==> config.mk <==
export PLATFORM = sky130hd
export DESIGN_NAME = lcd_bus_arbiter_flat
export DESIGN_NICKNAME = d
export VERILOG_FILES = /design/src/rtl/lcd_pkg.sv /design/src/rtl/lcd_bus_arbiter_if.sv /design/src/rtl/lcd_rr_arb2.sv /design/src/rtl/lcd_bus_arbiter.sv /design/src/flat_wrapper.sv
export SDC_FILE = /design/constraint.sdc
export NUM_CORES = 1
export LEC_CHECK = 0
export ABC_AREA = 1
export CAP_MARGIN = 10
export CORE_MARGIN = 2
export CORE_UTILIZATION = 25
export CTS_BUF_LIST = sky130_fd_sc_hd__clkbuf_16
export CTS_CLUSTER_DIAMETER = 50
export CTS_CLUSTER_SIZE = 24
export DETAILED_ROUTE_END_ITERATION = 8
export SLEW_MARGIN = 20
export SYNTH_ARGS = -nofsm -noshare
export SYNTH_HDL_FRONTEND = slang
export SYNTH_HIERARCHICAL = 1
export SYNTH_SLANG_ARGS = --single-unit
==> constraint.sdc <==
create_clock -name clk -period 1.7 [get_ports clk]
set_input_delay 0.51 -clock clk [delete_from_list [all_inputs] [get_ports clk]]
set_output_delay 0.51 -clock clk [all_outputs]
set_load 0.005 [all_outputs]
==> src/rtl/lcd_pkg.sv <==
`default_nettype none
// ---------------------------------------------------------------------------
// lcd_pkg : shared states, LCD command codes and default timing constants
// Rev 1.0
// ---------------------------------------------------------------------------
package lcd_pkg;

  typedef enum logic [2:0] {
    ST_IDLE  = 3'd0,
    ST_SETUP = 3'd1,
    ST_PULSE = 3'd2,
    ST_HOLD  = 3'd3,
    ST_WAIT  = 3'd4
  } state_t;

  localparam logic [7:0] CMD_CLEAR = 8'h01;
  localparam logic [7:0] CMD_HOME  = 8'h02;

  localparam int DEF_T_SETUP     = 2;
  localparam int DEF_T_EPW       = 12;
  localparam int DEF_T_HOLD      = 2;
  localparam int DEF_T_EXEC      = 2000;
  localparam int DEF_T_EXEC_LONG = 82000;
  localparam int DEF_CNT_W       = 17;

  // Clear (0x01) and home (0x02/0x03, bit 0 is don't-care) need the long delay.
  function automatic logic is_long_cmd(input logic rs, input logic [7:0] b);
    return !rs && ((b[7:1] == CMD_CLEAR[7:1]) || (b[7:1] == CMD_HOME[7:1]));
  endfunction

endpackage
`default_nettype wire

==> src/rtl/lcd_bus_arbiter_if.sv <==
`default_nettype none
// ---------------------------------------------------------------------------
// lcd_bus_arbiter_if : requester handshakes plus LCD pin bundle
// Rev 1.0
// ---------------------------------------------------------------------------
interface lcd_bus_arbiter_if;
  logic       req0;
  logic       rs0;
  logic [7:0] data0;
  logic       req1;
  logic       rs1;
  logic [7:0] data1;
  logic       ack0;
  logic       ack1;
  logic       done0;
  logic       done1;
  logic       busy;
  logic       lcd_rs;
  logic       lcd_rw;
  logic       lcd_e;
  logic [7:0] lcd_db;

  modport arb (
    input  req0, rs0, data0, req1, rs1, data1,
    output ack0, ack1, done0, done1, busy, lcd_rs, lcd_rw, lcd_e, lcd_db
  );

  modport host (
    output req0, rs0, data0, req1, rs1, data1,
    input  ack0, ack1, done0, done1, busy, lcd_rs, lcd_rw, lcd_e, lcd_db
  );
endinterface
`default_nettype wire

==> src/rtl/lcd_rr_arb2.sv <==
`default_nettype none
// ---------------------------------------------------------------------------
// lcd_rr_arb2 : 2-way round-robin arbiter with last-served register
// Rev 1.0
// ---------------------------------------------------------------------------
module lcd_rr_arb2 (
  input  logic clk,
  input  logic rst_n,
  input  logic req0,
  input  logic req1,
  input  logic update,
  output logic grant,
  output logic winner
);

  logic last;

  always_comb begin
    grant  = req0 | req1;
    winner = (req0 && req1) ? ~last : req1;
  end

  // Reset to 1 so port 0 takes the first tie.
  always_ff @(posedge clk or negedge rst_n) begin
    if (!rst_n) begin
      last <= 1'b1;
    end else if (update) begin
      last <= winner;
    end
  end

endmodule
`default_nettype wire

==> src/rtl/lcd_bus_arbiter.sv <==
`default_nettype none
// ---------------------------------------------------------------------------
// lcd_bus_arbiter : shares the HD44780 write bus between two byte requesters
// Rev 1.0
// ---------------------------------------------------------------------------
module lcd_bus_arbiter
  import lcd_pkg::*;
#(
  parameter int T_SETUP     = DEF_T_SETUP,
  parameter int T_EPW       = DEF_T_EPW,
  parameter int T_HOLD      = DEF_T_HOLD,
  parameter int T_EXEC      = DEF_T_EXEC,
  parameter int T_EXEC_LONG = DEF_T_EXEC_LONG,
  parameter int CNT_W       = DEF_CNT_W
) (
  input  logic              clk,
  input  logic              rst_n,
  lcd_bus_arbiter_if.arb    bus
);

  localparam logic [CNT_W-1:0] C_ONE = CNT_W'(1);

  state_t           state, state_nxt;
  logic [CNT_W-1:0] cnt, cnt_nxt;
  logic             owner;
  logic             rs_q;
  logic [7:0]       db_q;
  logic             ack_q;
  logic             grant;
  logic             winner;
  logic             take;
  logic             cnt_zero;
  logic [CNT_W-1:0] exec_load;

  assign take     = (state == ST_IDLE) && grant;
  assign cnt_zero = (cnt == '0);
  assign exec_load = is_long_cmd(rs_q, db_q) ? CNT_W'(T_EXEC_LONG - 1)
                                             : CNT_W'(T_EXEC - 1);

  lcd_rr_arb2 u_arb (
    .clk    (clk),
    .rst_n  (rst_n),
    .req0   (bus.req0),
    .req1   (bus.req1),
    .update (take),
    .grant  (grant),
    .winner (winner)
  );

  always_comb begin
    state_nxt = state;
    cnt_nxt   = cnt;
    case (state)
      ST_IDLE: begin
        if (grant) begin
          state_nxt = ST_SETUP;
          cnt_nxt   = CNT_W'(T_SETUP - 1);
        end
      end
      ST_SETUP: begin
        if (cnt_zero) begin
          state_nxt = ST_PULSE;
          cnt_nxt   = CNT_W'(T_EPW - 1);
        end else begin
          cnt_nxt = cnt - C_ONE;
        end
      end
      ST_PULSE: begin
        if (cnt_zero) begin
          state_nxt = ST_HOLD;
          cnt_nxt   = CNT_W'(T_HOLD - 1);
        end else begin
          cnt_nxt = cnt - C_ONE;
        end
      end
      ST_HOLD: begin
        if (cnt_zero) begin
          state_nxt = ST_WAIT;
          cnt_nxt   = exec_load;
        end else begin
          cnt_nxt = cnt - C_ONE;
        end
      end
      ST_WAIT: begin
        if (cnt_zero) begin
          state_nxt = ST_IDLE;
        end else begin
          cnt_nxt = cnt - C_ONE;
        end
      end
      default: begin
        state_nxt = ST_IDLE;
        cnt_nxt   = '0;
      end
    endcase
  end

  always_ff @(posedge clk or negedge rst_n) begin
    if (!rst_n) begin
      state <= ST_IDLE;
      cnt   <= '0;
      owner <= 1'b0;
      rs_q  <= 1'b0;
      db_q  <= 8'h00;
      ack_q <= 1'b0;
    end else begin
      state <= state_nxt;
      cnt   <= cnt_nxt;
      // ack_q marks the first SETUP cycle of a freshly latched transfer.
      ack_q <= take;
      if (take) begin
        owner <= winner;
        rs_q  <= winner ? bus.rs1   : bus.rs0;
        db_q  <= winner ? bus.data1 : bus.data0;
      end
    end
  end

  logic done_w;
  assign done_w = (state == ST_WAIT) && cnt_zero;

  assign bus.ack0   = ack_q & ~owner;
  assign bus.ack1   = ack_q &  owner;
  assign bus.done0  = done_w & ~owner;
  assign bus.done1  = done_w &  owner;
  assign bus.busy   = (state != ST_IDLE);
  assign bus.lcd_e  = (state == ST_PULSE);
  assign bus.lcd_rw = 1'b0;
  assign bus.lcd_rs = rs_q;
  assign bus.lcd_db = db_q;

endmodule
`default_nettype wire
==> src/flat_wrapper.sv <==
// flat-port wrapper written by rule: the top's interface ports become plain ports
module lcd_bus_arbiter_flat import lcd_pkg::*;
#(
  parameter int T_SETUP     = DEF_T_SETUP,
  parameter int T_EPW       = DEF_T_EPW,
  parameter int T_HOLD      = DEF_T_HOLD,
  parameter int T_EXEC      = DEF_T_EXEC,
  parameter int T_EXEC_LONG = DEF_T_EXEC_LONG,
  parameter int CNT_W       = DEF_CNT_W
)
  (clk, rst_n, bus_req0, bus_rs0, bus_data0, bus_req1, bus_rs1, bus_data1, bus_ack0, bus_ack1, bus_done0, bus_done1, bus_busy, bus_lcd_rs, bus_lcd_rw, bus_lcd_e, bus_lcd_db);
  lcd_bus_arbiter_if bus_i ();
  input  logic clk;
  input  logic rst_n;
  input wire logic [$bits(bus_i.req0)-1:0] bus_req0;
  input wire logic [$bits(bus_i.rs0)-1:0] bus_rs0;
  input wire logic [$bits(bus_i.data0)-1:0] bus_data0;
  input wire logic [$bits(bus_i.req1)-1:0] bus_req1;
  input wire logic [$bits(bus_i.rs1)-1:0] bus_rs1;
  input wire logic [$bits(bus_i.data1)-1:0] bus_data1;
  output wire logic [$bits(bus_i.ack0)-1:0] bus_ack0;
  output wire logic [$bits(bus_i.ack1)-1:0] bus_ack1;
  output wire logic [$bits(bus_i.done0)-1:0] bus_done0;
  output wire logic [$bits(bus_i.done1)-1:0] bus_done1;
  output wire logic [$bits(bus_i.busy)-1:0] bus_busy;
  output wire logic [$bits(bus_i.lcd_rs)-1:0] bus_lcd_rs;
  output wire logic [$bits(bus_i.lcd_rw)-1:0] bus_lcd_rw;
  output wire logic [$bits(bus_i.lcd_e)-1:0] bus_lcd_e;
  output wire logic [$bits(bus_i.lcd_db)-1:0] bus_lcd_db;
  assign bus_i.req0 = bus_req0;
  assign bus_i.rs0 = bus_rs0;
  assign bus_i.data0 = bus_data0;
  assign bus_i.req1 = bus_req1;
  assign bus_i.rs1 = bus_rs1;
  assign bus_i.data1 = bus_data1;
  assign bus_ack0 = bus_i.ack0;
  assign bus_ack1 = bus_i.ack1;
  assign bus_done0 = bus_i.done0;
  assign bus_done1 = bus_i.done1;
  assign bus_busy = bus_i.busy;
  assign bus_lcd_rs = bus_i.lcd_rs;
  assign bus_lcd_rw = bus_i.lcd_rw;
  assign bus_lcd_e = bus_i.lcd_e;
  assign bus_lcd_db = bus_i.lcd_db;
  lcd_bus_arbiter #(.T_SETUP(T_SETUP), .T_EPW(T_EPW), .T_HOLD(T_HOLD), .T_EXEC(T_EXEC), .T_EXEC_LONG(T_EXEC_LONG), .CNT_W(CNT_W)) u_core (.clk(clk), .rst_n(rst_n), .bus(bus_i));
endmodule
* Word-level counts from Yosys, hierarchy flattened *
Cells that the tools add are included.

word-level totals
  bits in registers = 32
  logic and storage cells = 54
  bits of input ports = 22

operators by class
  muxes and demuxes = 16
  reduce and logical (&&, ||, !) cells = 12
  add/sub/neg operators = 1
  eq/ne operators = 11
  bitwise gates (word level) = 7

operator list
  kind                                                                   number
  17-bit two-way mux                                                     6
  17-bit case mux with 5 select lines                                    1
  17-bit logical NOT                                                     1
  17-bit by 1-bit subtractor with 17-bit output (second input constant)  1
  3-bit two-way mux                                                      5
  3-bit case mux with 5 select lines                                     1
  2-bit by 1-bit != test with 1-bit output (second input constant)       5
  8-bit two-way mux                                                      1
  7-bit by 1-bit == test with 1-bit output (second input constant)       1
  7-bit logical NOT                                                      1
  3-bit by 2-bit == test with 1-bit output (second input constant)       2
  5-bit AND reduction                                                    1
  1-bit AND                                                              4
  1-bit logical AND                                                      4
  3-bit by 1-bit == test with 1-bit output (second input constant)       1
  3-bit == test (second input constant)                                  1
  3-bit logical NOT                                                      1
  3-bit nonzero test                                                     1
  1-bit two-way mux                                                      2
  2-bit != test (second input constant)                                  1
  1-bit inverter                                                         2
  2-bit AND reduction                                                    1
  1-bit logical NOT                                                      1
  1-bit logical OR                                                       1
  1-bit bitwise OR                                                       1

* Depth between registers and ports, before layout *
Gate-level depths: netlist (run 1).

  word-level depth = 6
  mapped depth = 11
  gate-level depth less buffers = 11

* By module *
Netlist (run 1), hierarchy kept.

modules (own cells, without submodules)
  module           seq. area each (um^2)  cells an instance  instances  area an instance (um^2)
  lcd_bus_arbiter  775.7                  291                1          2042.0
  lcd_rr_arb2      26.3                   8                  1          58.8

* Worst setup path after synthesis (run 1) *
OpenSTA, ideal clock, no wires.

  kind = register to output
  from = register u_core.cnt[0]
  to = output port bus_done0
  stages on the path, launching flop included = 9
  data arrival time = 1360 ps
  slack = -170 ps
  required time = 1190 ps
  path through = dfrtp_1 > inv_1 > ha_1 > nand2_2 > nor2_8 > nand2_1 > nor2_1 > nand3_1 > nor2_1

on the way
  cells in the longest elaborated chain, start to end = 3

RTL lines
  what                      RTL line                RTL
  start: declaration        lcd_bus_arbiter.sv:24   logic [CNT_W-1:0] cnt, cnt_nxt;
  start signal: assignment  lcd_bus_arbiter.sv:108  cnt <= cnt_nxt;
  17-bit logical NOT        lcd_bus_arbiter.sv:36   assign cnt_zero = (cnt == '0);
  1-bit logical AND         lcd_bus_arbiter.sv:120  assign done_w = (state == ST_WAIT) && cnt_zero;
  1-bit AND                 lcd_bus_arbiter.sv:124  assign bus.done0 = done_w & ~owner;
  end: declaration          flat_wrapper.sv:23      output wire logic [$bits(bus_i.done0)-1:0] bus_done0;

Every way passes these cells.

* Worst setup path after layout (run 1) *
Same ends and word-level chain as after synthesis.

==> results of run 1 <==
-- power by group through the flow --
stage / combinational, uW / sequential, uW / clock, uW
after detailed placement: 3490 / 1260 / 0
after floorplan: 1940 / 1290 / 0
after global placement: 3440 / 1240 / 0
after global routing: 4890 / 1320 / 902
after CTS: 3700 / 1270 / 872
final: 4430 / 1270 / 843
-- path summary, 6_finish.rpt --
check                                              start                             to  slack [ns]  cells after the start
hold / removal             u_core/u_arb/last$_DFFE_PN1P_  u_core/u_arb/last$_DFFE_PN1P_        0.50                      2
hold reg to reg            u_core/u_arb/last$_DFFE_PN1P_  u_core/u_arb/last$_DFFE_PN1P_        0.50                      2
max in group asynchronous                          rst_n  u_core/u_arb/last$_DFFE_PN1P_        0.87                      2
min in group asynchronous                          rst_n    u_core/state[0]$_DFFE_PN0P_        0.60                      2
setup reg to reg               u_core/cnt[0]$_DFFE_PN0P_     u_core/cnt[14]$_DFFE_PN0P_       -0.16                     14
setup / recovery               u_core/cnt[0]$_DFFE_PN0P_                      bus_done0       -0.38                      9
-- cell usage after synthesis, drive strengths merged --
cell type	instances
and2	1
nor4	1
o211ai	5
o21bai	1
o21ai	15
ha	1
a21oi	1
dfstp	1
dfrtp	31
nor2	40
or2	1
o22ai	3
nand4	3
nand3b	1
conb	1
nand3	21
xor2	7
buf	6
o21a	4
inv	43
a21o	1
nand2	104
clkbuf	1
nor3	6
-- registers in the layout (all words and copies together) (netlist names) --
name and count:
u_core/cnt 17, u_core/bus.lcd_db 8, u_core/state 3, u_core/ack_q 1, u_core/bus.lcd_rs 1, u_core/owner 1, u_core/u_arb/last 1
-- cell type report --
class	instances	area, um2
Timing Repair Buffer	110	977.2
Multi-Input combinational cell	217	1296
Tap cell	105	131.4
Inverter	43	166.4
Sequential cell	32	802.0
Fill cell	790	4666
Clock buffer	5	125.1
Clock inverter	3	11.26
-- metrics by stage --
step	setup slack, ns	hold slack, ns	cell area, um2
3_3_place_gp	-0.4677	0.4554	3014
2_1_floorplan	-0.02788	0.2144	2121
6_report	-0.3777	0.4957	3510
4_1_cts	-0.3773	0.4996	3221
3_5_place_dp	-0.4715	0.4889	3014
5_1_grt	-0.4764	0.5268	3510
-- repair_timing --
| item | CTS | global route |
|---|---|---|
| setup endpoints to repair | 11 | 33 |
| setup buffers | 7 | 13 |
| gates resized for setup | 35 | 58 |
| pin swaps | 8 | 31 |
-- layout by cell type (no fill, tap or decap), drive strengths merged --
cell type      netlist  layout
or2                  1       1
nor2                40      40
nor3                 6       6
dfrtp               31      31
dlygate4sd2          0       2
dlymetal6s2s         0       3
and2                 1       1
nand4                3       3
a21oi                1       1
nor4                 1       1
xor2                 7       7
buf                  6      78
o21bai               1       1
inv                 43      45
conb                 1       1
a21o                 1       1
nand2              104     104
clkbuf               1       5
clkdlybuf4s50        0      27
clkinv               0       1
nand3               21      21
o21a                 4       4
nand3b               1       1
dfstp                1       1
ha                   1       1
o211ai               5       5
o21ai               15      15
o22ai                3       3
-- worst max-delay path, cell delays in order, from the launching register on --
cell,delay [ns]
dfrtp_1,0.38
inv_2,0.08
ha_4,0.14
nand2_4,0.07
nor2_8,0.13
nand2_4,0.07
nor2_4,0.10
nand3_2,0.10
nor2_1,0.11
buf_2,0.12
-- layer usage --
metal / vias to the layer above / GRT usage
met1: 1019 / 0.1723
met4: 0 / 0.04048
met2: 60 / 0.2348
li1: 1152 / -
met3: 10 / 0.03636
met5: - / 0
-- kinds of logic (layout without fill, tap and decap cells) --
logic type,after synthesis,count (layout)
xor+xnor,7,7
simple gates,178,178
fa+ha+maj,1,1
compound gates,30,30
other cells,1,1
flops,32,32
buf+inv,50,161
==> flow_summary.ini, run 1 <==
[power]
clkPwrFrac = 0.129
total_power_uw = 6549
powerDensity_nw_per_um2 = 1866
internal-power_uw = 3753
ir_drop_uv = 862.8
switchingPower_uw = 2796
seqPwrFrac = 0.194
power_frac_comb = 0.677
power.share.switching = 0.4269
leakage_uw = 0.001829

[placed_design]
port_buffers = 36
placed_cells = 489
dp.final_hpwl_um = 4289
gp_congestion = 0.8676

[routing]
wl_per_cell_um = 11.67
drtIter0Drc = 100
drtAntennaViolNets = 0
wl_met2_um = 2991
wl_met1_um = 2602
wl_met3_um = 321
drc = 0
drt-total-wl_um = 6011
vias = 2241
top_layer_used = met4
first_pass_iters = 4
vias_per_cell = 4.351

[setup_path]
arrival_ns = 1.57
cp_max_fo = 2
cp.required_ns = 1.19
worstSetupEndpointType = primary output
crit_type = reg2out
startpoint_type = register

[clock_tree]
cts_buffer_depth = 2
h-tree-depth = 2
cts-hold-fix-buffers = 0
cts_tree = yes
cts.sinks = 32
cts_root_buf = clkbuf_16
clkSlewWorstSetupHoldPaths_ns = 0.05
insertion_delay_ns = 0.28
cts_buffers = 5

[floorplan]
die_area_um2 = 9153
initial_core_util = 0.2570
die_h_um = 95.67
core_um2 = 8175
num_rows = 33
chipWidth_um = 95.67
io_pins = 38

[timing]
post-route-period-util = 1.222
fin_worst_skew_ns = 0.002825
hold_viol_final = 0
fmax_mhz = 481.3
fin_ws_ns = -0.3777
rsz0062_at_grt = true
drv_slew = 0
fin_crit_ns = 2.078
final-setup-viol-count = 14
final.setup.tns_ns = -1.410

[synthesis]
synth-compound-area-share = 0.09232
synth.area.mux_share = 0
ys.warnings.count = 6
synthXorXnorAreaFrac = 0.02918
synth-simple-area-share = 0.3913
synth_top_cell_by_area = dfrtp_1
syn_avg_cell_area_um2 = 7.026
yosys-top-cells-area = dfrtp_1 37%, nand2_1 18%, inv_1 7.3%, nor2_1 5.7%, nand3_1 4.8%
syn_nets = 322
synth_adder_area_share = 0.005956
ys_seq_area_frac = 0.3818
synth_area_um2 = 2101
synth_top_area_frac = 0.3693
ys_types = 36
synthCells = 299
synth-seq-cells = 32
synth_top_family_by_area = simple AND/OR/NAND/NOR gates

[cells_and_area]
instances_no_fill = 515
drive_gt1_frac = 0.3585
nets = 432
final_core_util = 0.4293
antennaDiodeCount = 0
area_growth_pct = 67.06

[global_route]
grt_pass1_vias = 2210
grt_max_degree = 33
track_usage = 0.1385
grt_pass1_wl_um = 9942
grt_overflow = 0
antenna_found_initial = 0

[hold_path]
hp-class = reg2reg

[flow_run]
maxCapViolCount = 0

[status]
violations = negative setup slack
status = complete, but fails checks
No activity file was read; power rests on OpenSTA's default activity.
==> inputs of run 2 (changes only) <==
PLACE_DENSITY = 0.56   (was not set)
==> flow_summary.ini, run 2 (synthesis results as in run 1) <==
[status]
status = complete, but fails checks
violations = negative setup slack

[routing]
drtIter0Drc = 50
first_pass_iters = 4
vias_per_cell = 4.199
drtAntennaViolNets = 0
drc = 0
drt-total-wl_um = 5491
wl_per_cell_um = 11.03
vias = 2091

[clock_tree]
cts.sinks = 32
h-tree-depth = 2
cts_root_buf = clkbuf_16
cts_tree = yes
cts_buffer_depth = 2
clkSlewWorstSetupHoldPaths_ns = 0.06
cts_buffers = 5
insertion_delay_ns = 0.28

[power]
leakage_uw = 0.001718
ir_drop_uv = 644.6
powerDensity_nw_per_um2 = 1849

[floorplan]
num_rows = 33
chipWidth_um = 95.67
initial_core_util = 0.2570
io_pins = 38
die_h_um = 95.67
die_area_um2 = 9153
core_um2 = 8175

[global_route]
grt_max_degree = 33
grt_pass1_wl_um = 9239
track_usage = 0.1301
grt_overflow = 0
antenna_found_initial = 0
grt_pass1_vias = 2031

[cells_and_area]
fillers = 839
area_growth_pct = 56.82
nets = 415
top_register = u_core/cnt
final_cell_mix = 90 x nand2_1, 51 x buf_4, 35 x inv_1
instances_no_fill = 498
antennaDiodeCount = 0
final_common_cell = nand2_1
drive_gt1_frac = 0.2901
largest_reg_flops = 17

[timing]
fin_worst_skew_ns = 0.002348
drv_slew = 0
post-route-period-util = 1.217
hold_viol_final = 0
fin_ws_ns = -0.3691
fin_crit_ns = 2.069
rsz0062_at_grt = true
final.setup.tns_ns = -0.9287
final-setup-viol-count = 10
fmax_mhz = 483.3

[placed_design]
port_buffers = 36
gp_congestion = 0.8056
placed_cells = 484
place_ws_ns = -0.4778
dp.final_hpwl_um = 4128

[setup_path]
cp.required_ns = 1.19
crit_type = reg2out
arrival_ns = 1.56
worstSetupEndpointType = primary output
cp_max_fo = 2
startpoint_type = register

[hold_path]
hp-class = reg2reg

[flow_run]
maxCapViolCount = 0
-- run 2: through the flow --
step | power (uW) | cell area, um2 | utilization | hold slack (ns)
2_1_floorplan | 3230 | 2121 | - | 0.2144
3_3_place_gp | 4694 | 2989 | 0.3656 | 0.4553
6_report | 6092 | 3294 | 0.4030 | 0.4721
5_1_grt | 6619 | 3294 | 0.4030 | 0.4968
3_5_place_dp | 4731 | 2989 | 0.3656 | 0.4643
4_1_cts | 5956 | 3208 | 0.3924 | 0.4734
-- run 2: layout make-up --
class / count / area (um2) / share of cell area
multi-input combinational: 217 / 1206 / 0.3661
tap: 105 / 131.4 / 0.03988
clock buffer: 5 / 125.1 / 0.03798
inverter: 43 / 161.4 / 0.04899
clock inverter: 3 / 42.54 / 0.01291
timing repair buffer: 93 / 825.8 / 0.2507
sequential: 32 / 802.0 / 0.2434
-- run 2: path summary, 6_finish.rpt --
kind	startpoint	end	slack, ns	depth (start not counted)
setup / recovery	u_core/cnt[0]$_DFFE_PN0P_	bus_done0	-0.37	9
hold / removal	u_core/u_arb/last$_DFFE_PN1P_	u_core/u_arb/last$_DFFE_PN1P_	0.47	2
setup reg to reg	u_core/cnt[0]$_DFFE_PN0P_	u_core/cnt[3]$_DFFE_PN0P_	-0.04	11
hold reg to reg	u_core/u_arb/last$_DFFE_PN1P_	u_core/u_arb/last$_DFFE_PN1P_	0.47	2
max in group asynchronous	rst_n	u_core/u_arb/last$_DFFE_PN1P_	0.86	2
min in group asynchronous	rst_n	u_core/bus.lcd_db[1]$_DFFE_PN0P_	0.59	2
-- run 2: report_power, final --
group | total (uW) | switching, uW | internal (uW)
Clock | 1030 | 341 | 688
Combinational | 3790 | 2000 | 1790
Sequential | 1270 | 195 | 1080
Total | 6090 | 2530 | 3560
-- run 2: routing by layer --
metal	vias to the layer above	GRT usage	share of wire
li1	1110	-	-
met1	936	0.1697	0.48
met2	41	0.2127	0.47
met3	4	0.03636	0.046
met4	0	0.03214	0.0069
met5	-	0	0
-- run 2: worst max-delay path, cell delays in order (launching register included) --
cell	delay (ns)
dfrtp_1	0.39
inv_2	0.08
ha_4	0.14
nand2_4	0.07
nor2_8	0.13
nand2_4	0.07
nor2_4	0.11
nand3_2	0.08
nor2_1	0.10
buf_2	0.12
-- run 2: timing repair --
action / 4_1_cts / 5_1_grt
setup buffers: 3 / 3
hold buffers: 0 / 0
pin swaps: 6 / 7
gates resized for setup: 37 / 16
endpoints found under the setup margin: 11 / 22
==> inputs of run 3 (changes only) <==
ABC_CLOCK_PERIOD_IN_PS = 2610   (was not set)
PLACE_DENSITY = 0.54   (was 0.56)
clock period = 2.61 ns   (was 1.7 ns; I/O delays follow)
==> flow_summary.ini, run 3 (synthesis results as in run 1) <==
[floorplan]
chipWidth_um = 95.67
die_h_um = 95.67
die_area_um2 = 9153
num_rows = 33
io_pins = 38
core_um2 = 8175
initial_core_util = 0.2570

[hold_path]
hp-class = reg2reg

[setup_path]
path_cells = inv_1, ha_2, nand2_2, nor2_8, nand2_1, nor2_2, nand3_2, nor2_1, dlygate4sd2_1
startpoint_type = register
crit_family = simple AND/OR/NAND/NOR gates
crit_type = reg2out
worstPathBufferInverterCount = 2
cp.required_ns = 1.83
cp_slowest_cell = dfrtp_1
worst_path_largest_cell_delay_ns = 0.37
cp_max_fo = 2
worstSetupEndpointType = primary output
arrival_ns = 1.77

[timing]
whs_ns = 0.4692
post-route-period-util = 0.9770
fin_ws_ns = 0.06004
final-setup-viol-count = 0
fin_crit_ns = 2.550
fmax_mhz = 392.2
rsz0062_at_grt = true
drv_slew = 0
hold_viol_final = 0
fin_worst_skew_ns = 0.006639

[cells_and_area]
nets = 372
register_area_um2 = 802.0
area_growth_pct = 35.38
antennaDiodeCount = 0
largest_reg_flops = 17
drive_gt1_frac = 0.1343
multi_input_area_um2 = 1121
top_register = u_core/cnt
fillers = 875
instances_no_fill = 455
final_cell_mix = 98 x nand2_1, 42 x inv_1, 34 x clkdlybuf4s50_1
final_common_cell = nand2_1

[clock_tree]
cts.sinks = 32
cts_buffer_depth = 2
insertion_delay_ns = 0.28
cts_tree = yes
clkSlewWorstSetupHoldPaths_ns = 0.05
cts_buffers = 5
cts_root_buf = clkbuf_16
h-tree-depth = 2

[global_route]
track_usage = 0.1263
grt_overflow = 0
grt_max_degree = 33
antenna_found_initial = 0
grt_pass1_wl_um = 8921
grt_pass1_vias = 1933

[flow_run]
maxCapViolCount = 0

[routing]
drtAntennaViolNets = 0
wl_per_cell_um = 11.56
drc = 0
vias = 1992
first_pass_iters = 4
drt-total-wl_um = 5258
drtIter0Drc = 65
vias_per_cell = 4.378

[placed_design]
dp.final_hpwl_um = 3987
port_buffers = 36
place_ws_ns = 0.006246
gp_congestion = 0.8044
placed_cells = 445

[power]
leakage_uw = 0.001459
powerDensity_nw_per_um2 = 1196
ir_drop_uv = 398.5

[status]
status = complete, no violations
## run 3: cell types whose count changed in the layout (fill, tap and decap cells not counted), sizes merged
cell	previous run	this run
buf	61	14
clkdlybuf4s50	28	34
dlymetal6s2s	2	0
clkdlybuf4s15	0	1
clkinvlp	1	0
dlygate4sd2	2	1
inv	43	44
## run 3: what timing repair did
action	4_1_cts	5_1_grt
endpoints found under the setup margin	2	3
gates resized for setup	4	5
pin swaps	3	3
buffers inserted	2	0
hold buffers	0	0
## run 3: path summary, 6_finish.rpt
path | from | end | slack (ns) | cells after the start
min in group asynchronous | rst_n | u_core/cnt[10]$_DFFE_PN0P_ | 0.91 | 2
max reg2reg | u_core/cnt[0]$_DFFE_PN0P_ | u_core/cnt[4]$_DFFE_PN0P_ | 0.69 | 12
max in group asynchronous | rst_n | u_core/u_arb/last$_DFFE_PN1P_ | 1.37 | 2
max | u_core/cnt[0]$_DFFE_PN0P_ | bus_done0 | 0.06 | 9
min reg2reg | u_core/u_arb/last$_DFFE_PN1P_ | u_core/u_arb/last$_DFFE_PN1P_ | 0.47 | 2
min | u_core/u_arb/last$_DFFE_PN1P_ | u_core/u_arb/last$_DFFE_PN1P_ | 0.47 | 2
## run 3: power by group
group	leakage, uW	internal (uW)	switching, uW
registers	0.000405	701	154
clock network	0.0000850	444	206
logic	0.000970	786	1110
total	0.00146	1930	1470
## run 3: tightest hold or removal path: cells and delay by family, from the launching register on
family | cells | cell delay (ns)
flops | 1 | 0.36
simple gates | 2 | 0.10
## run 3: final cells by class
| type | instances | share of cell area |
|---|---|---|
| multi-input cells | 217 | 0.3942 |
| repair buffers | 50 | 0.1632 |
| clock inverters | 3 | 0.01364 |
| well taps | 105 | 0.04619 |
| inverters | 43 | 0.05675 |
| clock buffers | 5 | 0.04399 |
| flip-flops and latches | 32 | 0.2820 |
## run 3: per-layer routing
metal  routed length (um)  track usage  part of all wire
met1                 2536       0.1642              0.48
met2                 2258       0.1929              0.43
met3                  407      0.05138             0.077
met4                   55      0.03571             0.010
met5                    0            0                 0
## run 3: per-stage QoR
step | area [um2] | TNS, ns | utilization | total power (uW)
floorplan | 2101 | 0 | - | 2074
global placement | 2639 | 0 | 0.3228 | 2680
CTS | 2819 | 0 | 0.3448 | 3406
global route | 2844 | -0.07179 | 0.3479 | 3725
detailed placement | 2639 | 0 | 0.3228 | 2707
finish | 2844 | 0 | 0.3479 | 3400
